**src/rtl/fu1_writeback_pkg.sv**
```systemverilog
// Shared FU result packet layout and writeback payload type.
// Field offsets are reused by every FU and writeback block.
package fu1_writeback_pkg;

  localparam int CHECKPOINTS         = 4;
  localparam int CHECKPOINTS_LOG     = 2;
  localparam int EXECUTION_FLAGS     = 4;
  localparam int SIZE_PHYSICAL_LOG   = 7;
  localparam int SIZE_ACTIVELIST_LOG = 6;
  localparam int SIZE_DATA           = 32;
  localparam int SIZE_ISSUEQ_LOG     = 5;
  localparam int SIZE_LSQ_LOG        = 5;
  localparam int SIZE_CTI_LOG        = 4;
  localparam int SIZE_PC             = 32;

  // Packet fields packed LSB upward, brDir at bit 0, branchMask on top.
  localparam int FU_PKT_BRDIR_LSB   = 0;
  localparam int FU_PKT_BRDIR_MSB   = 0;
  localparam int FU_PKT_TARADDR_LSB = FU_PKT_BRDIR_MSB + 1;
  localparam int FU_PKT_TARADDR_MSB = FU_PKT_TARADDR_LSB + SIZE_PC - 1;
  localparam int FU_PKT_CTIQ_LSB    = FU_PKT_TARADDR_MSB + 1;
  localparam int FU_PKT_CTIQ_MSB    = FU_PKT_CTIQ_LSB + SIZE_CTI_LOG - 1;
  localparam int FU_PKT_SMTID_LSB   = FU_PKT_CTIQ_MSB + 1;
  localparam int FU_PKT_SMTID_MSB   = FU_PKT_SMTID_LSB + CHECKPOINTS_LOG - 1;
  localparam int FU_PKT_LSQID_LSB   = FU_PKT_SMTID_MSB + 1;
  localparam int FU_PKT_LSQID_MSB   = FU_PKT_LSQID_LSB + SIZE_LSQ_LOG - 1;
  localparam int FU_PKT_IQ_LSB      = FU_PKT_LSQID_MSB + 1;
  localparam int FU_PKT_IQ_MSB      = FU_PKT_IQ_LSB + SIZE_ISSUEQ_LOG - 1;
  localparam int FU_PKT_RESULT_LSB  = FU_PKT_IQ_MSB + 1;
  localparam int FU_PKT_RESULT_MSB  = FU_PKT_RESULT_LSB + SIZE_DATA - 1;
  localparam int FU_PKT_ALID_LSB    = FU_PKT_RESULT_MSB + 1;
  localparam int FU_PKT_ALID_MSB    = FU_PKT_ALID_LSB + SIZE_ACTIVELIST_LOG - 1;
  localparam int FU_PKT_DEST_LSB    = FU_PKT_ALID_MSB + 1;
  localparam int FU_PKT_DEST_MSB    = FU_PKT_DEST_LSB + SIZE_PHYSICAL_LOG - 1;
  localparam int FU_PKT_FLAGS_LSB   = FU_PKT_DEST_MSB + 1;
  localparam int FU_PKT_FLAGS_MSB   = FU_PKT_FLAGS_LSB + EXECUTION_FLAGS - 1;
  localparam int FU_PKT_BRMASK_LSB  = FU_PKT_FLAGS_MSB + 1;
  localparam int FU_PKT_BRMASK_MSB  = FU_PKT_BRMASK_LSB + CHECKPOINTS - 1;
  localparam int FU_PKT_W           = FU_PKT_BRMASK_MSB + 1;

  typedef struct packed {
    logic [CHECKPOINTS-1:0]         branchMask;
    logic [EXECUTION_FLAGS-1:0]     flags;
    logic [SIZE_PHYSICAL_LOG-1:0]   destReg;
    logic [SIZE_ACTIVELIST_LOG-1:0] alId;
    logic [SIZE_DATA-1:0]           result;
  } wb_payload_t;

  function automatic wb_payload_t fu_pkt_payload(input logic [FU_PKT_W-1:0] pkt);
    wb_payload_t p;
    p.branchMask = pkt[FU_PKT_BRMASK_MSB:FU_PKT_BRMASK_LSB];
    p.flags      = pkt[FU_PKT_FLAGS_MSB:FU_PKT_FLAGS_LSB];
    p.destReg    = pkt[FU_PKT_DEST_MSB:FU_PKT_DEST_LSB];
    p.alId       = pkt[FU_PKT_ALID_MSB:FU_PKT_ALID_LSB];
    p.result     = pkt[FU_PKT_RESULT_MSB:FU_PKT_RESULT_LSB];
    return p;
  endfunction

endpackage

```
**src/rtl/fu1_writeback_wb_entry_filter.sv**
```systemverilog
// Branch-resolution filter for one packet: clears a correctly resolved
// checkpoint from the mask and flags a kill when a mispredict hits it.
module wb_entry_filter
  import fu1_writeback_pkg::*;
(
  input  logic [CHECKPOINTS-1:0]     i_mask,
  input  logic                       i_valid,
  input  logic                       i_ctrlVerified,
  input  logic                       i_ctrlMispredict,
  input  logic [CHECKPOINTS_LOG-1:0] i_ctrlSMTid,
  output logic [CHECKPOINTS-1:0]     o_mask,
  output logic                       o_valid,
  output logic                       o_kill
);

  always_comb begin
    o_mask = i_mask;
    o_kill = i_ctrlVerified && i_ctrlMispredict && i_mask[i_ctrlSMTid];
    if (i_ctrlVerified && !i_ctrlMispredict) begin
      o_mask[i_ctrlSMTid] = 1'b0;
    end
    o_valid = i_valid && !o_kill;
  end

endmodule

```
**src/rtl/fu1_writeback.sv**
```systemverilog
// FU1 writeback buffer: in-order circular holding queue between FU1 and the
// shared register-file write port, with branch squash/clear on held entries.
module fu1_writeback
  import fu1_writeback_pkg::*;
#(
  parameter int DEPTH = 2
) (
  input  logic                           clk,
  input  logic                           rst_n,
  input  logic [FU_PKT_W-1:0]            i_inPacket,
  input  logic                           i_inValid,
  input  logic                           i_ctrlVerified,
  input  logic                           i_ctrlMispredict,
  input  logic [CHECKPOINTS_LOG-1:0]     i_ctrlSMTid,
  input  logic                           i_rfWrReady,
  output logic                           o_rfWrValid,
  output logic [SIZE_PHYSICAL_LOG-1:0]   o_rfWrAddr,
  output logic [SIZE_DATA-1:0]           o_rfWrData,
  output logic                           o_alValid,
  output logic [SIZE_ACTIVELIST_LOG-1:0] o_alId,
  output logic [EXECUTION_FLAGS-1:0]     o_alFlags,
  output logic                           o_wbStall,
  output logic                           o_overflow
);

  localparam int PTR_W = $clog2(DEPTH);
  localparam logic [PTR_W:0] CNT_FULL  = (PTR_W+1)'(DEPTH);
  localparam logic [PTR_W:0] CNT_STALL = (PTR_W+1)'(DEPTH - 1);

  wb_payload_t        r_entry [DEPTH];
  logic [DEPTH-1:0]   r_valid;
  logic [PTR_W-1:0]   r_head;
  logic [PTR_W-1:0]   r_tail;
  logic [PTR_W:0]     r_count;
  logic               r_wbStall;
  logic               r_overflow;

  wb_payload_t            w_inPayload;
  logic [CHECKPOINTS-1:0] w_inMask;
  logic                   w_inLive;
  logic                   w_inKill;
  logic [CHECKPOINTS-1:0] w_entMask [DEPTH];
  logic [DEPTH-1:0]       w_entValid;
  logic [DEPTH-1:0]       w_entKill;
  logic                   w_headOcc;
  logic                   w_push;
  logic                   w_pop;
  logic [PTR_W:0]         w_countNext;
  logic                   w_unusedFields;

  assign w_inPayload    = fu_pkt_payload(i_inPacket);
  assign w_unusedFields = ^i_inPacket[FU_PKT_IQ_MSB:FU_PKT_BRDIR_LSB];

  wb_entry_filter u_inFilter (
    .i_mask           (w_inPayload.branchMask),
    .i_valid          (i_inValid),
    .i_ctrlVerified   (i_ctrlVerified),
    .i_ctrlMispredict (i_ctrlMispredict),
    .i_ctrlSMTid      (i_ctrlSMTid),
    .o_mask           (w_inMask),
    .o_valid          (w_inLive),
    .o_kill           (w_inKill)
  );

  for (genvar g = 0; g < DEPTH; g++) begin : g_entFilter
    wb_entry_filter u_entFilter (
      .i_mask           (r_entry[g].branchMask),
      .i_valid          (r_valid[g]),
      .i_ctrlVerified   (i_ctrlVerified),
      .i_ctrlMispredict (i_ctrlMispredict),
      .i_ctrlSMTid      (i_ctrlSMTid),
      .o_mask           (w_entMask[g]),
      .o_valid          (w_entValid[g]),
      .o_kill           (w_entKill[g])
    );
  end

  // A kill on the head beats a same-cycle grant; dead heads drain silently.
  always_comb begin
    w_headOcc   = (r_count != '0);
    o_rfWrValid = w_headOcc && r_valid[r_head] && !w_entKill[r_head];
    o_alValid   = o_rfWrValid && i_rfWrReady;
    w_pop       = w_headOcc && (i_rfWrReady || !w_entValid[r_head]);
    w_push      = w_inLive && ((r_count < CNT_FULL) || w_pop);
    w_countNext = r_count + (PTR_W+1)'(w_push) - (PTR_W+1)'(w_pop);
  end

  assign o_rfWrAddr = r_entry[r_head].destReg;
  assign o_rfWrData = r_entry[r_head].result;
  assign o_alId     = r_entry[r_head].alId;
  assign o_alFlags  = r_entry[r_head].flags;
  assign o_wbStall  = r_wbStall;
  assign o_overflow = r_overflow;

  // Push writes after the per-entry refresh so a full-buffer push+pop reuses the head slot.
  always_ff @(posedge clk or negedge rst_n) begin
    if (!rst_n) begin
      for (int i = 0; i < DEPTH; i++) begin
        r_entry[i] <= '0;
      end
      r_valid    <= '0;
      r_head     <= '0;
      r_tail     <= '0;
      r_count    <= '0;
      r_wbStall  <= 1'b0;
      r_overflow <= 1'b0;
    end else begin
      for (int i = 0; i < DEPTH; i++) begin
        r_entry[i].branchMask <= w_entMask[i];
      end
      r_valid <= w_entValid;
      if (w_pop) begin
        r_valid[r_head] <= 1'b0;
        r_head          <= r_head + PTR_W'(1);
      end
      if (w_push) begin
        r_entry[r_tail]            <= w_inPayload;
        r_entry[r_tail].branchMask <= w_inMask;
        r_valid[r_tail]            <= 1'b1;
        r_tail                     <= r_tail + PTR_W'(1);
      end
      r_count   <= w_countNext;
      r_wbStall <= (w_countNext >= CNT_STALL);
      if (w_inLive && (r_count == CNT_FULL) && !w_pop) begin
        r_overflow <= 1'b1;
      end
    end
  end

endmodule

```
**config.mk**
```make
export PLATFORM = sky130hd
export DESIGN_NAME = fu1_writeback
export DESIGN_NICKNAME = d
export VERILOG_FILES = /design/src/rtl/fu1_writeback_pkg.sv /design/src/rtl/fu1_writeback_wb_entry_filter.sv /design/src/rtl/fu1_writeback.sv
export SDC_FILE = /design/constraint.sdc
export NUM_CORES = 1
export LEC_CHECK = 0
export ABC_AREA = 1
export CORE_UTILIZATION = 46
export CTS_CLUSTER_SIZE = 25
export DETAILED_ROUTE_END_ITERATION = 6
export PLACE_DENSITY = 0.75
export REMOVE_ABC_BUFFERS = 1
export SETUP_SLACK_MARGIN = 0.4
export SLEW_MARGIN = 20
export SYNTH_ARGS = -nofsm -noshare
export SYNTH_HDL_FRONTEND = slang
export SYNTH_SLANG_ARGS = --single-unit
```
**constraint.sdc**
```tcl
create_clock -name clk -period 4.1 [get_ports clk]
set_input_delay 0.615 -clock clk [delete_from_list [all_inputs] [get_ports clk]]
set_output_delay 0.615 -clock clk [all_outputs]
set_load 0.05 [all_outputs]
```
After elaboration in Yosys (flattened, before gate mapping)
Index checks and enable logic that the tools add are counted.
{ "op_classes": {"n_addsub": 4, "mul": 0, "div_mod_pow": 0, "magnitude_cmp": 11, "n_eq_ne": 1, "shift": 0, "muxes": 33, "bitwise_logic": 9, "n_reduce_logical": 29} }
{ "op_table": {"columns": ["cell", "count"], "rows": [
  ["106-bit bitwise mux", 2],
  ["49-bit 2-to-1 mux", 3],
  ["53-bit demux with 1-bit select", 2],
  ["106-bit 2-to-1 mux", 1],
  ["53-bit 2-to-1 mux", 2],
  ["1-bit logical AND", 19],
  ["4-bit bitwise AND", 3],
  ["1-bit 2-to-1 mux", 12],
  ["4-bit 2-to-1 mux", 3],
  ["1-bit zero test", 7],
  ["1-bit binary-select mux with 2-bit select", 3],
  ["2-bit by 1-bit greater-or-equal comparator with 1-bit output, second input constant", 2],
  ["2-bit greater-or-equal comparator, second input constant", 2],
  ["1-bit by 2-bit less-than comparator with 1-bit output, second input constant", 2],
  ["2-bit 2-to-1 mux", 2],
  ["1-bit inverter with 2-bit output", 2],
  ["4-bit inverter", 1],
  ["2-bit by 3-bit less-than comparator with 1-bit output, second input constant", 1],
  ["1-bit adder, second input constant", 2],
  ["2-bit by 1-bit adder with 2-bit output", 1],
  ["2-bit bitwise AND", 1],
  ["1-bit demux with 1-bit select", 2],
  ["1-bit demux with 2-bit select", 1],
  ["2-bit == test, second input constant", 1],
  ["8 further kinds", 10]
]} }
{ "word_totals": {"register_bits": 114, "latchBits": 0, "ram_bits": 0, "rom_bits": 0, "in_bits": 110, "wordCells": 103, "memories": 0} }

Depth between registers and ports, before layout
Gate-level depths: netlist of run 1.
{ "depth": {"ltp_word": 15, "depth_mapped": 18} }

Cells and area by module
From an unflattened synthesis of run 1, not the netlist that was laid out.
{ "hier_totals": {"cells_unflattened": 758, "hier_area_um2": 5729.2} }
{ "modules_own_cells": {"columns": ["mod", "n_inst", "cells_per_inst", "area_per_inst_um2", "seq_area_each_um2"], "rows": [
  ["fu1_writeback", 1, 680, 5380.2, 2852.7],
  ["wb_entry_filter", 3, 26, 116.4, 0.0]
]} }

Least setup slack after synthesis of run 1
Ideal clock, no wire load.
{ "synth_path": {"kind": "input to output", "from": "in i_ctrlSMTid[0]", "to": "out o_alValid", "t_arrival_ns": 2.259, "required_time_ns": 3.485, "slack_ns": 1.226, "path_stages": 11, "path_buffers": 1, "path_cell_list": "buf_6 -> inv_4 -> nand2_1 -> nand2_1 -> nand2_1 -> nand2_1 -> nand2_1 -> nand3_1 -> nand2_1 -> inv_1 -> nor3_1"} }
{ "synth_via": {"elab_chain_cells": 8, "elab_cells_between_ends": 11, "classes_between": "6 x mux; 5 x reduce/logical"} }
{ "synth_lines": {"columns": ["element", "line_no", "source"], "rows": [
  ["from (decl)", "fu1_writeback.sv:14", "input logic [CHECKPOINTS_LOG-1:0] i_ctrlSMTid,"],
  ["1-bit binary-select mux with 2-bit select", "fu1_writeback_wb_entry_filter.sv:18", "o_kill = i_ctrlVerified && i_ctrlMispredict && i_mask[i_ctrlSMTid];"],
  ["1-bit 2-to-1 mux (not written as such)", "fu1_writeback_wb_entry_filter.sv:18", null],
  ["1-bit logical AND", "fu1_writeback_wb_entry_filter.sv:18", null],
  ["1-bit 2-to-1 mux (not written as such) * (2 in series)", "fu1_writeback.sv:81", "o_rfWrValid = w_headOcc && r_valid[r_head] && !w_entKill[r_head];"],
  ["1-bit zero test *", "fu1_writeback.sv:81", null],
  ["1-bit logical AND *", "fu1_writeback.sv:81", null],
  ["1-bit logical AND *", "fu1_writeback.sv:82", "o_alValid = o_rfWrValid && i_rfWrReady;"],
  ["to (decl)", "fu1_writeback.sv:19", "output logic o_alValid,"]
]} }
Mark *: on every way between the ends. The rest lies on a longest branch, timed or not. The select of a mux whose other input is x is not followed.

Worst setup path after layout of run 1
{ "layout_path": {"from": "reg r_head", "to": "out o_alFlags[3]"} }
{ "layout_via": {"elab_chain_cells": 4} }
{ "layout_lines": {"columns": ["element", "line_no", "source"], "rows": [
  ["from (decl)", "fu1_writeback.sv:32", "logic [PTR_W-1:0] r_head;"],
  ["from (signal assigned)", "fu1_writeback.sv:114", "r_head <= r_head + PTR_W'(1);"],
  ["1-bit inverter with 2-bit output (not written as such)", "fu1_writeback.sv:91", "assign o_alFlags = r_entry[r_head].flags;"],
  ["49-bit 2-to-1 mux (not written as such) (3 in series)", "fu1_writeback.sv:91", null],
  ["to (decl)", "fu1_writeback.sv:21", "output logic [EXECUTION_FLAGS-1:0] o_alFlags,"]
]} }
No other way between the ends. The select of a mux whose other input is x is not followed.

==> results of run 1 <==
## layout make-up
cell class              instances  area (um^2)  share of cell area [%]
diodes                          1        2.502                 0.03328
clock buffers                  19        442.9                   5.891
clock inverters                13        207.7                   2.763
inverters                      21        81.33                   1.082
multi-input cells             558         2467                   32.82
flip-flops and latches        114         2855                   37.98
well taps                     168        210.2                   2.796
repair buffers                127         1251                   16.64
## final timing paths
check	from	end	slack, ps
worst max register to register	r_head$_DFFE_PN0P_	flip-flop	1210
worst min register to register	flip-flop	flip-flop	470
max in group asynchronous	rst_n	r_head$_DFFE_PN0P_	2960
worst min-delay path	rst_n	r_entry[105]$_DFF_PN0_	260
min in group clk	flip-flop	flip-flop	470
worst max-delay path	r_head$_DFFE_PN0P_	o_alFlags[3]	850
## where the power goes
| part | internal, mW | total, mW | switching (mW) |
|---|---|---|---|
| clock network | 1.09 | 1.62 | 0.524 |
| logic | 1.19 | 3.83 | 2.64 |
| registers | 1.66 | 2.00 | 0.336 |
## worst register-to-register path, delay by kind of cell, from the launching register on
family,cells,cell delay (ps)
simple gates,6,1370
buf+inv,2,640
flops,1,770
## metrics by stage
stage | hold slack (ps) | total power, mW
floorplan | 319.4 | 4.497
global placement | 453.3 | 5.724
detailed placement | 458.3 | 5.837
CTS | 292.4 | 7.467
global route | 318.1 | 7.898
finish | 263.1 | 7.446
## routing by layer
metal / share of wire [%] / GRT usage [%] / wire length (um)
met3: 5.3 / 5.088 / 814
met1: 42 / 31.45 / 6387
met2: 51 / 43.07 / 7755
met4: 1.7 / 9.737 / 265
met5: 0 / 0 / 0
## what timing repair did
item,CTS,global route
endpoints found under the setup margin,0,2
gates resized for setup,0,2
hold endpoints to repair,0,0
## layout by cell type, fill, tap and decap left out, types with 2 or more instances in the layout
master and n:
sky130_fd_sc_hd__o21ai_0 9, sky130_fd_sc_hd__nand3_2 2, sky130_fd_sc_hd__nand3_1 15, sky130_fd_sc_hd__dlymetal6s2s_1 2, sky130_fd_sc_hd__ha_1 2, sky130_fd_sc_hd__clkbuf_16 17, sky130_fd_sc_hd__bufinv_16 5, sky130_fd_sc_hd__clkdlybuf4s50_1 110
sky130_fd_sc_hd__dfrtp_2 2, sky130_fd_sc_hd__xnor2_1 2, sky130_fd_sc_hd__nand2_1 408, sky130_fd_sc_hd__nor2_1 13, sky130_fd_sc_hd__a21boi_0 2, sky130_fd_sc_hd__dfrtp_1 112, sky130_fd_sc_hd__nand4_1 99, sky130_fd_sc_hd__inv_1 18
sky130_fd_sc_hd__inv_2 2, sky130_fd_sc_hd__clkinv_2 2, sky130_fd_sc_hd__buf_4 14, sky130_fd_sc_hd__clkinvlp_4 4
## cell families after synthesis
group | Yosys count | share of synthesized area [%]
and+or+nand+nor | 541 | 40.76
xor gates and xnor gates | 2 | 0.3075
DFF | 114 | 50.07
AOI/OAI and AO/OA | 13 | 1.383
buffers and inverters | 80 | 7.049
adders and majority gates | 2 | 0.4391
==> impl_results.html, run 1 <==
<table>
<tr><th>Metric</th><th>Value</th></tr>
<tr><th colspan="2">Synth</th></tr>
<tr><td>Number of standard cells after synthesis</td><td>roughly 750</td></tr>
<tr><td>Number of synthesized register bits</td><td>approximately 110</td></tr>
<tr><td>Primary flip-flop cell chosen by synthesis mapping</td><td>sky130_fd_sc_hd__dfrtp_1</td></tr>
<tr><td>Seq/Total Area, Yosys</td><td>between 50% and 60%</td></tr>
<tr><td>Top post-synthesis cells by area</td><td>sky130_fd_sc_hd__dfrtp_1, sky130_fd_sc_hd__nand2_1, sky130_fd_sc_hd__nand4_1</td></tr>
<tr><td>Most instantiated library cell after synthesis</td><td>sky130_fd_sc_hd__nand2_1</td></tr>
<tr><td>Proportion of register bits with asynchronous set or reset after synthesis</td><td>between 90% and 100%</td></tr>
<tr><td>Largest area contributor in the netlist</td><td>sky130_fd_sc_hd__dfrtp_1</td></tr>
<tr><td>Cell area after technology mapping</td><td>5698 um^2</td></tr>
<tr><td>Ranking of synthesized cells by instance count</td><td>sky130_fd_sc_hd__nand2_1, sky130_fd_sc_hd__dfrtp_1, sky130_fd_sc_hd__nand4_1</td></tr>
<tr><td>Top-area cell type share of the netlist area</td><td>about half</td></tr>
<tr><td>Post-synth EDFFs</td><td>0</td></tr>
<tr><td>Avg Inst Size Synth</td><td>7.577 um^2</td></tr>
<tr><td>Number of unique standard cell types used by synthesis</td><td>23</td></tr>
<tr><td>Count of synthesis-stage warnings from yosys</td><td>0</td></tr>
<tr><th colspan="2">Critical path</th></tr>
<tr><td>Slowest stage delay, CP</td><td>a little over 800 ps</td></tr>
<tr><td>Worst path top cell family by delay</td><td>buffers and inverters</td></tr>
<tr><td>Worst Path Required</td><td>3480 ps</td></tr>
<tr><td>Critical Path AT</td><td>about 2600 ps</td></tr>
<tr><td>Endpoint kind of the worst setup timing path</td><td>output port</td></tr>
<tr><td>CP max FO</td><td>30</td></tr>
<tr><td>Worst-case reg-to-reg path depth</td><td>8</td></tr>
<tr><td>Crit path cell chain</td><td>inv_2 -&gt; buf_4 -&gt; nand2_1 -&gt; nand2_1 -&gt; clkdlybuf4s50_1</td></tr>
<tr><td>Critical-path cell with the highest stage delay</td><td>sky130_fd_sc_hd__clkdlybuf4s50_1</td></tr>
<tr><td>Crit start category</td><td>flip-flop</td></tr>
<tr><td>Count of cell instances traversed by the critical path</td><td>5</td></tr>
<tr><td>Crit-path most repeated cell</td><td>sky130_fd_sc_hd__nand2_1</td></tr>
<tr><td>Critical path buffers and inverters</td><td>3</td></tr>
<tr><td>CP Class</td><td>flip-flop to output port</td></tr>
<tr><th colspan="2">Drt</th></tr>
<tr><td>Via/cell ratio</td><td>around 5.3</td></tr>
<tr><td>Number of DRC violations after detailed routing</td><td>0</td></tr>
<tr><td>Number of nets still failing antenna checks after routing</td><td>0</td></tr>
<tr><td>Avg WL per Cell</td><td>~15 um</td></tr>
<tr><td>Initial drt markers</td><td>approximately 440</td></tr>
<tr><td>Routed Wire Length</td><td>between 15 and 20 mm</td></tr>
<tr><td>First-pass DRT Iterations</td><td>4</td></tr>
<tr><td>Via count</td><td>between 5000 and 6000</td></tr>
<tr><th colspan="2">Placement</th></tr>
<tr><td>PortBufs</td><td>between 100 and 150</td></tr>
<tr><td>Post-detail-place hpwl</td><td>around 9.3 mm</td></tr>
<tr><td>RD Place Congestion</td><td>between 0.9 and 1</td></tr>
<tr><td>Placed instance count</td><td>around 990</td></tr>
<tr><td>Setup slack at placement</td><td>roughly 520 ps</td></tr>
<tr><td>Instance area after placement</td><td>around 6900 um^2</td></tr>
<tr><th colspan="2">Layout</th></tr>
<tr><td>NumNets Final</td><td>about 950</td></tr>
<tr><td>Final standard cell area without fillers</td><td>~7500 um^2</td></tr>
<tr><td>Area growth from synthesis to layout</td><td>31.95%</td></tr>
<tr><td>Final cell count without fillers</td><td>around 1000</td></tr>
<tr><td>Layout cells sized above 1</td><td>6.808%</td></tr>
<tr><td>Fraction of the core area covered by cells at the end of the flow</td><td>between 60% and 70%</td></tr>
<tr><td>Final-layout fill cell count</td><td>around 1000</td></tr>
<tr><th colspan="2">Clock network</th></tr>
<tr><td>CTS Root Buffer Type</td><td>sky130_fd_sc_hd__clkbuf_16</td></tr>
<tr><td>Post-CTS setup repair buffer count</td><td>0</td></tr>
<tr><td>CTS tree</td><td>done</td></tr>
<tr><td>CTS sink count</td><td>between 100 and 150</td></tr>
<tr><td>Clock latency at the later pin of the worst-skew pair</td><td>around 410 ps</td></tr>
<tr><td>TritonCTS buffer count</td><td>17</td></tr>
<tr><td>Clock-pin transition on the worst setup and hold timing paths</td><td>approximately 50 ps</td></tr>
<tr><td>Max Buffers Root-to-Sink</td><td>2</td></tr>
<tr><td>Number of buffers inserted for hold repair after clock tree synthesis</td><td>0</td></tr>
<tr><td>Number of levels in the clock H-tree</td><td>4</td></tr>
<tr><th colspan="2">GRT</th></tr>
<tr><td>Antenna violations before repair</td><td>1</td></tr>
<tr><td>Maximum number of pins on one net before global-route repair</td><td>68</td></tr>
<tr><td>Overall global routing resource usage</td><td>25.19%</td></tr>
<tr><td>First-pass GRT wire length</td><td>~25 mm</td></tr>
<tr><td>Vias in the first global route</td><td>~5300</td></tr>
<tr><td>Overflow after GRT</td><td>0</td></tr>
<tr><th colspan="2">Floorplanning</th></tr>
<tr><td>Core area</td><td>approximately 12000 um^2</td></tr>
<tr><td>Chip width</td><td>113.3 um</td></tr>
<tr><td>Number of core rows</td><td>40</td></tr>
<tr><td>Die area</td><td>between 10000 and 15000 um^2</td></tr>
<tr><td>Count of boundary I/O pins</td><td>between 150 and 200</td></tr>
<tr><td>Die height</td><td>roughly 110 um</td></tr>
<tr><td>Effective utilization at floorplan</td><td>between 40% and 50%</td></tr>
<tr><th colspan="2">Status</th></tr>
<tr><td>Status</td><td>complete, no violations</td></tr>
<tr><th colspan="2">STA</th></tr>
<tr><td>Final period utilization</td><td>between 70% and 80%</td></tr>
<tr><td>Post-layout minimum cycle time</td><td>approximately 3300 ps</td></tr>
<tr><td>Smallest setup slack after layout</td><td>between 800 and 900 ps</td></tr>
<tr><td>Normalized max-slew margin</td><td>~50%</td></tr>
<tr><td>Final Max Slew Viols</td><td>0</td></tr>
<tr><td>Summed negative setup slack over all endpoints</td><td>0 ps</td></tr>
<tr><td>Total count of hold-check failures in the final report</td><td>0</td></tr>
<tr><td>Peak clock frequency supported by timing</td><td>307.6 MHz</td></tr>
<tr><td>Final Skew</td><td>approximately 7.0 ps</td></tr>
<tr><td>Unrepaired setup endpoints after global routing</td><td>no</td></tr>
<tr><td>Final Setup Violations</td><td>0</td></tr>
<tr><td>Worst-Margin Slew</td><td>739.3 ps</td></tr>
<tr><th colspan="2">Power and ir drop</th></tr>
<tr><td>PD cells</td><td>slightly below 1000 nW/um^2</td></tr>
<tr><td>Static leakage</td><td>3.882 nW</td></tr>
<tr><td>Max rail drop VDD</td><td>~0.55 mV</td></tr>
<tr><th colspan="2">Flow run</th></tr>
<tr><td>Max-cap violation count</td><td>0</td></tr>
<tr><th colspan="2">Hold path</th></tr>
<tr><td>Worst hold-check path type</td><td>primary input to asynchronous set/reset pin</td></tr>
</table>
Note: power is estimated with default switching activity, not from simulation.
==> run 2: changes to the inputs <==
Clock period 4.1 ns to 3.41 ns, I/O delays scaled along.
==> run 2 against run 1 <==
Net effect:
- critical path depth is 1 lower
- sequential cell count stayed put
- largest cell class unchanged
- sequential power is 18% higher
==> impl_results.html, run 2 (synthesis results as in run 1) <==
<table>
<tr><th>Metric</th><th>Value</th></tr>
<tr><th colspan="2">Critical path</th></tr>
<tr><td>Crit path cell chain</td><td>buf_4 -&gt; nand2_1 -&gt; nand2_1 -&gt; clkdlybuf4s50_1</td></tr>
<tr><td>CP Class</td><td>flip-flop to output port</td></tr>
<tr><td>Critical-path cell with the highest stage delay</td><td>sky130_fd_sc_hd__clkdlybuf4s50_1</td></tr>
<tr><td>Worst Path Required</td><td>about 2900 ps</td></tr>
<tr><td>Slowest stage delay, CP</td><td>roughly 800 ps</td></tr>
<tr><td>Slack of the worst reg-to-reg path</td><td>roughly 920 ps</td></tr>
<tr><td>CP max FO</td><td>52</td></tr>
<tr><td>Endpoint kind of the worst setup timing path</td><td>output port</td></tr>
<tr><td>Worst path top cell family by delay</td><td>buffers and inverters</td></tr>
<tr><td>Critical Path AT</td><td>approximately 2400 ps</td></tr>
<tr><td>Crit-path most repeated cell</td><td>sky130_fd_sc_hd__nand2_1</td></tr>
<tr><td>Crit start category</td><td>flip-flop</td></tr>
<tr><td>Critical path buffers and inverters</td><td>2</td></tr>
<tr><th colspan="2">Clock network</th></tr>
<tr><td>TritonCTS buffer count</td><td>17</td></tr>
<tr><td>Number of levels in the clock H-tree</td><td>4</td></tr>
<tr><td>Clock-pin transition on the worst setup and hold timing paths</td><td>~50 ps</td></tr>
<tr><td>Max Buffers Root-to-Sink</td><td>2</td></tr>
<tr><td>Number of buffers inserted for hold repair after clock tree synthesis</td><td>0</td></tr>
<tr><td>Clock latency at the later pin of the worst-skew pair</td><td>~410 ps</td></tr>
<tr><td>CTS sink count</td><td>between 100 and 150</td></tr>
<tr><td>Post-cts repair resize count</td><td>0</td></tr>
<tr><td>CTS Root Buffer Type</td><td>sky130_fd_sc_hd__clkbuf_16</td></tr>
<tr><td>Post-CTS setup repair buffer count</td><td>0</td></tr>
<tr><td>CTS tree</td><td>done</td></tr>
<tr><th colspan="2">Layout</th></tr>
<tr><td>Area growth from synthesis to layout</td><td>31.12%</td></tr>
<tr><td>Count of antenna diodes in the layout</td><td>0</td></tr>
<tr><td>Fraction of the core area covered by cells at the end of the flow</td><td>approximately 62%</td></tr>
<tr><td>NumNets Final</td><td>about 950</td></tr>
<tr><td>Commonest cells after routing, fill and taps aside</td><td>sky130_fd_sc_hd__nand2_1, sky130_fd_sc_hd__dfrtp_1, sky130_fd_sc_hd__clkdlybuf4s50_1</td></tr>
<tr><td>Layout cells sized above 1</td><td>~6.7%</td></tr>
<tr><td>Most common library cell in the layout ignoring fill and taps</td><td>sky130_fd_sc_hd__nand2_1</td></tr>
<tr><th colspan="2">STA</th></tr>
<tr><td>Worst-Margin Slew</td><td>approximately 920 ps</td></tr>
<tr><td>Unrepaired setup endpoints after global routing</td><td>no</td></tr>
<tr><td>Final Skew</td><td>~9 ps</td></tr>
<tr><td>Final Max Slew Viols</td><td>0</td></tr>
<tr><td>Final period utilization</td><td>84.66%</td></tr>
<tr><td>Final Setup Violations</td><td>0</td></tr>
<tr><td>Total count of hold-check failures in the final report</td><td>0</td></tr>
<tr><td>Normalized max-slew margin</td><td>around two fifths</td></tr>
<tr><td>Post-layout minimum cycle time</td><td>approximately 2900 ps</td></tr>
<tr><td>Final hold slack</td><td>221.2 ps</td></tr>
<tr><td>Peak clock frequency supported by timing</td><td>approximately 350 MHz</td></tr>
<tr><th colspan="2">Placement</th></tr>
<tr><td>RD Place Congestion</td><td>0.8458</td></tr>
<tr><td>PortBufs</td><td>113</td></tr>
<tr><td>Post-detail-place hpwl</td><td>8.783 mm</td></tr>
<tr><th colspan="2">GRT</th></tr>
<tr><td>Overflow after GRT</td><td>0</td></tr>
<tr><td>Overall global routing resource usage</td><td>between 20% and 30%</td></tr>
<tr><td>Maximum number of pins on one net before global-route repair</td><td>110</td></tr>
<tr><td>Vias in the first global route</td><td>approximately 5400</td></tr>
<tr><td>Antenna violations before repair</td><td>0</td></tr>
<tr><td>First-pass GRT wire length</td><td>approximately 26 mm</td></tr>
<tr><th colspan="2">Hold path</th></tr>
<tr><td>Worst hold-check path type</td><td>primary input to asynchronous set/reset pin</td></tr>
<tr><th colspan="2">Power and ir drop</th></tr>
<tr><td>Max rail drop VDD</td><td>around 0.67 mV</td></tr>
<tr><td>Static leakage</td><td>approximately 3.8 nW</td></tr>
<tr><td>PD cells</td><td>~1200 nW/um^2</td></tr>
<tr><th colspan="2">Drt</th></tr>
<tr><td>Via/cell ratio</td><td>around 5.3</td></tr>
<tr><td>Initial drt markers</td><td>just over 500</td></tr>
<tr><td>Routed Wire Length</td><td>15.25 mm</td></tr>
<tr><td>Number of nets still failing antenna checks after routing</td><td>0</td></tr>
<tr><td>Avg WL per Cell</td><td>14.99 um</td></tr>
<tr><td>Via count</td><td>approximately 5400</td></tr>
<tr><td>First-pass DRT Iterations</td><td>5</td></tr>
<tr><td>Number of DRC violations after detailed routing</td><td>0</td></tr>
<tr><th colspan="2">Floorplanning</th></tr>
<tr><td>Count of boundary I/O pins</td><td>between 150 and 200</td></tr>
<tr><td>Core area</td><td>about 12000 um^2</td></tr>
<tr><td>Effective utilization at floorplan</td><td>47.24%</td></tr>
<tr><td>Die area</td><td>between 10000 and 15000 um^2</td></tr>
<tr><td>Number of core rows</td><td>40</td></tr>
<tr><td>Die height</td><td>113.3 um</td></tr>
<tr><td>Chip width</td><td>~110 um</td></tr>
<tr><th colspan="2">Flow run</th></tr>
<tr><td>Max-cap violation count</td><td>0</td></tr>
<tr><th colspan="2">Status</th></tr>
<tr><td>Status</td><td>complete, no violations</td></tr>
</table>
[run 2: layout make-up]
cell class / count / area (um^2)
Inverter: 21 / 82.58
Timing Repair Buffer: 125 / 1276
Sequential cell: 114 / 2855
Fill cell: 1025 / 4591
Multi-Input combinational cell: 558 / 2467
Clock buffer: 21 / 470.5
Clock inverter: 10 / 108.9
Tap cell: 168 / 210.2
[run 2: final timing paths]
path	start	endpoint	cells past startpoint
min reg2reg	flip-flop	flip-flop	2
max in group asynchronous	rst_n	asynchronous set/reset pin	2
min in group clk	flip-flop	flip-flop	2
min	rst_n	asynchronous set/reset pin	1
max	r_head$_DFFE_PN0P_	o_alId[4]	4
max reg2reg	r_head$_DFFE_PN0P_	o_wbStall$_DFF_PN0_	11
[run 2: layer usage]
metal	vias to the layer above	part of all wire, %	global-route usage, %	routed length, um
met3	13	4.8	4.392	729
met5	-	0	0	0
met2	160	52	45.77	7935
met1	2592	42	30.49	6387
li1	2608	-	-	-
met4	0	1.3	9.474	193
[run 2: power by group]
part	switching [mW]	internal, mW
sequential	0.348	2.00
combinational	3.23	1.46
clock	0.602	1.12
[run 2: through the flow]
| stage | setup WS (ps) | cell area (um^2) | cells | TNS, ps | power (mW) |
|---|---|---|---|---|---|
| 6_report | 523.3 | 7471 | 1017 | 0 | 8.760 |
| 5_1_grt | 407.8 | 7471 | 1017 | 0 | 9.304 |
| 4_1_cts | 412.3 | 7470 | 1017 | 0 | 8.797 |
| 3_5_place_dp | 287.0 | 6890 | 986 | 0 | 7.038 |
| 3_3_place_gp | 412.0 | 6890 | 986 | 0 | 6.916 |
| 2_1_floorplan | -3584 | 5378 | 693 | -352590 | 5.406 |
[run 2: worst reg2reg max path, delay by kind of cell (launching register included)]
| family | cells | cell delay [ps] |
|---|---|---|
| adders and majority gates | 2 | 440 |
| xor gates and xnor gates | 1 | 140 |
| and+or+nand+nor | 5 | 800 |
| DFF | 1 | 370 |
| buffers and inverters | 3 | 610 |
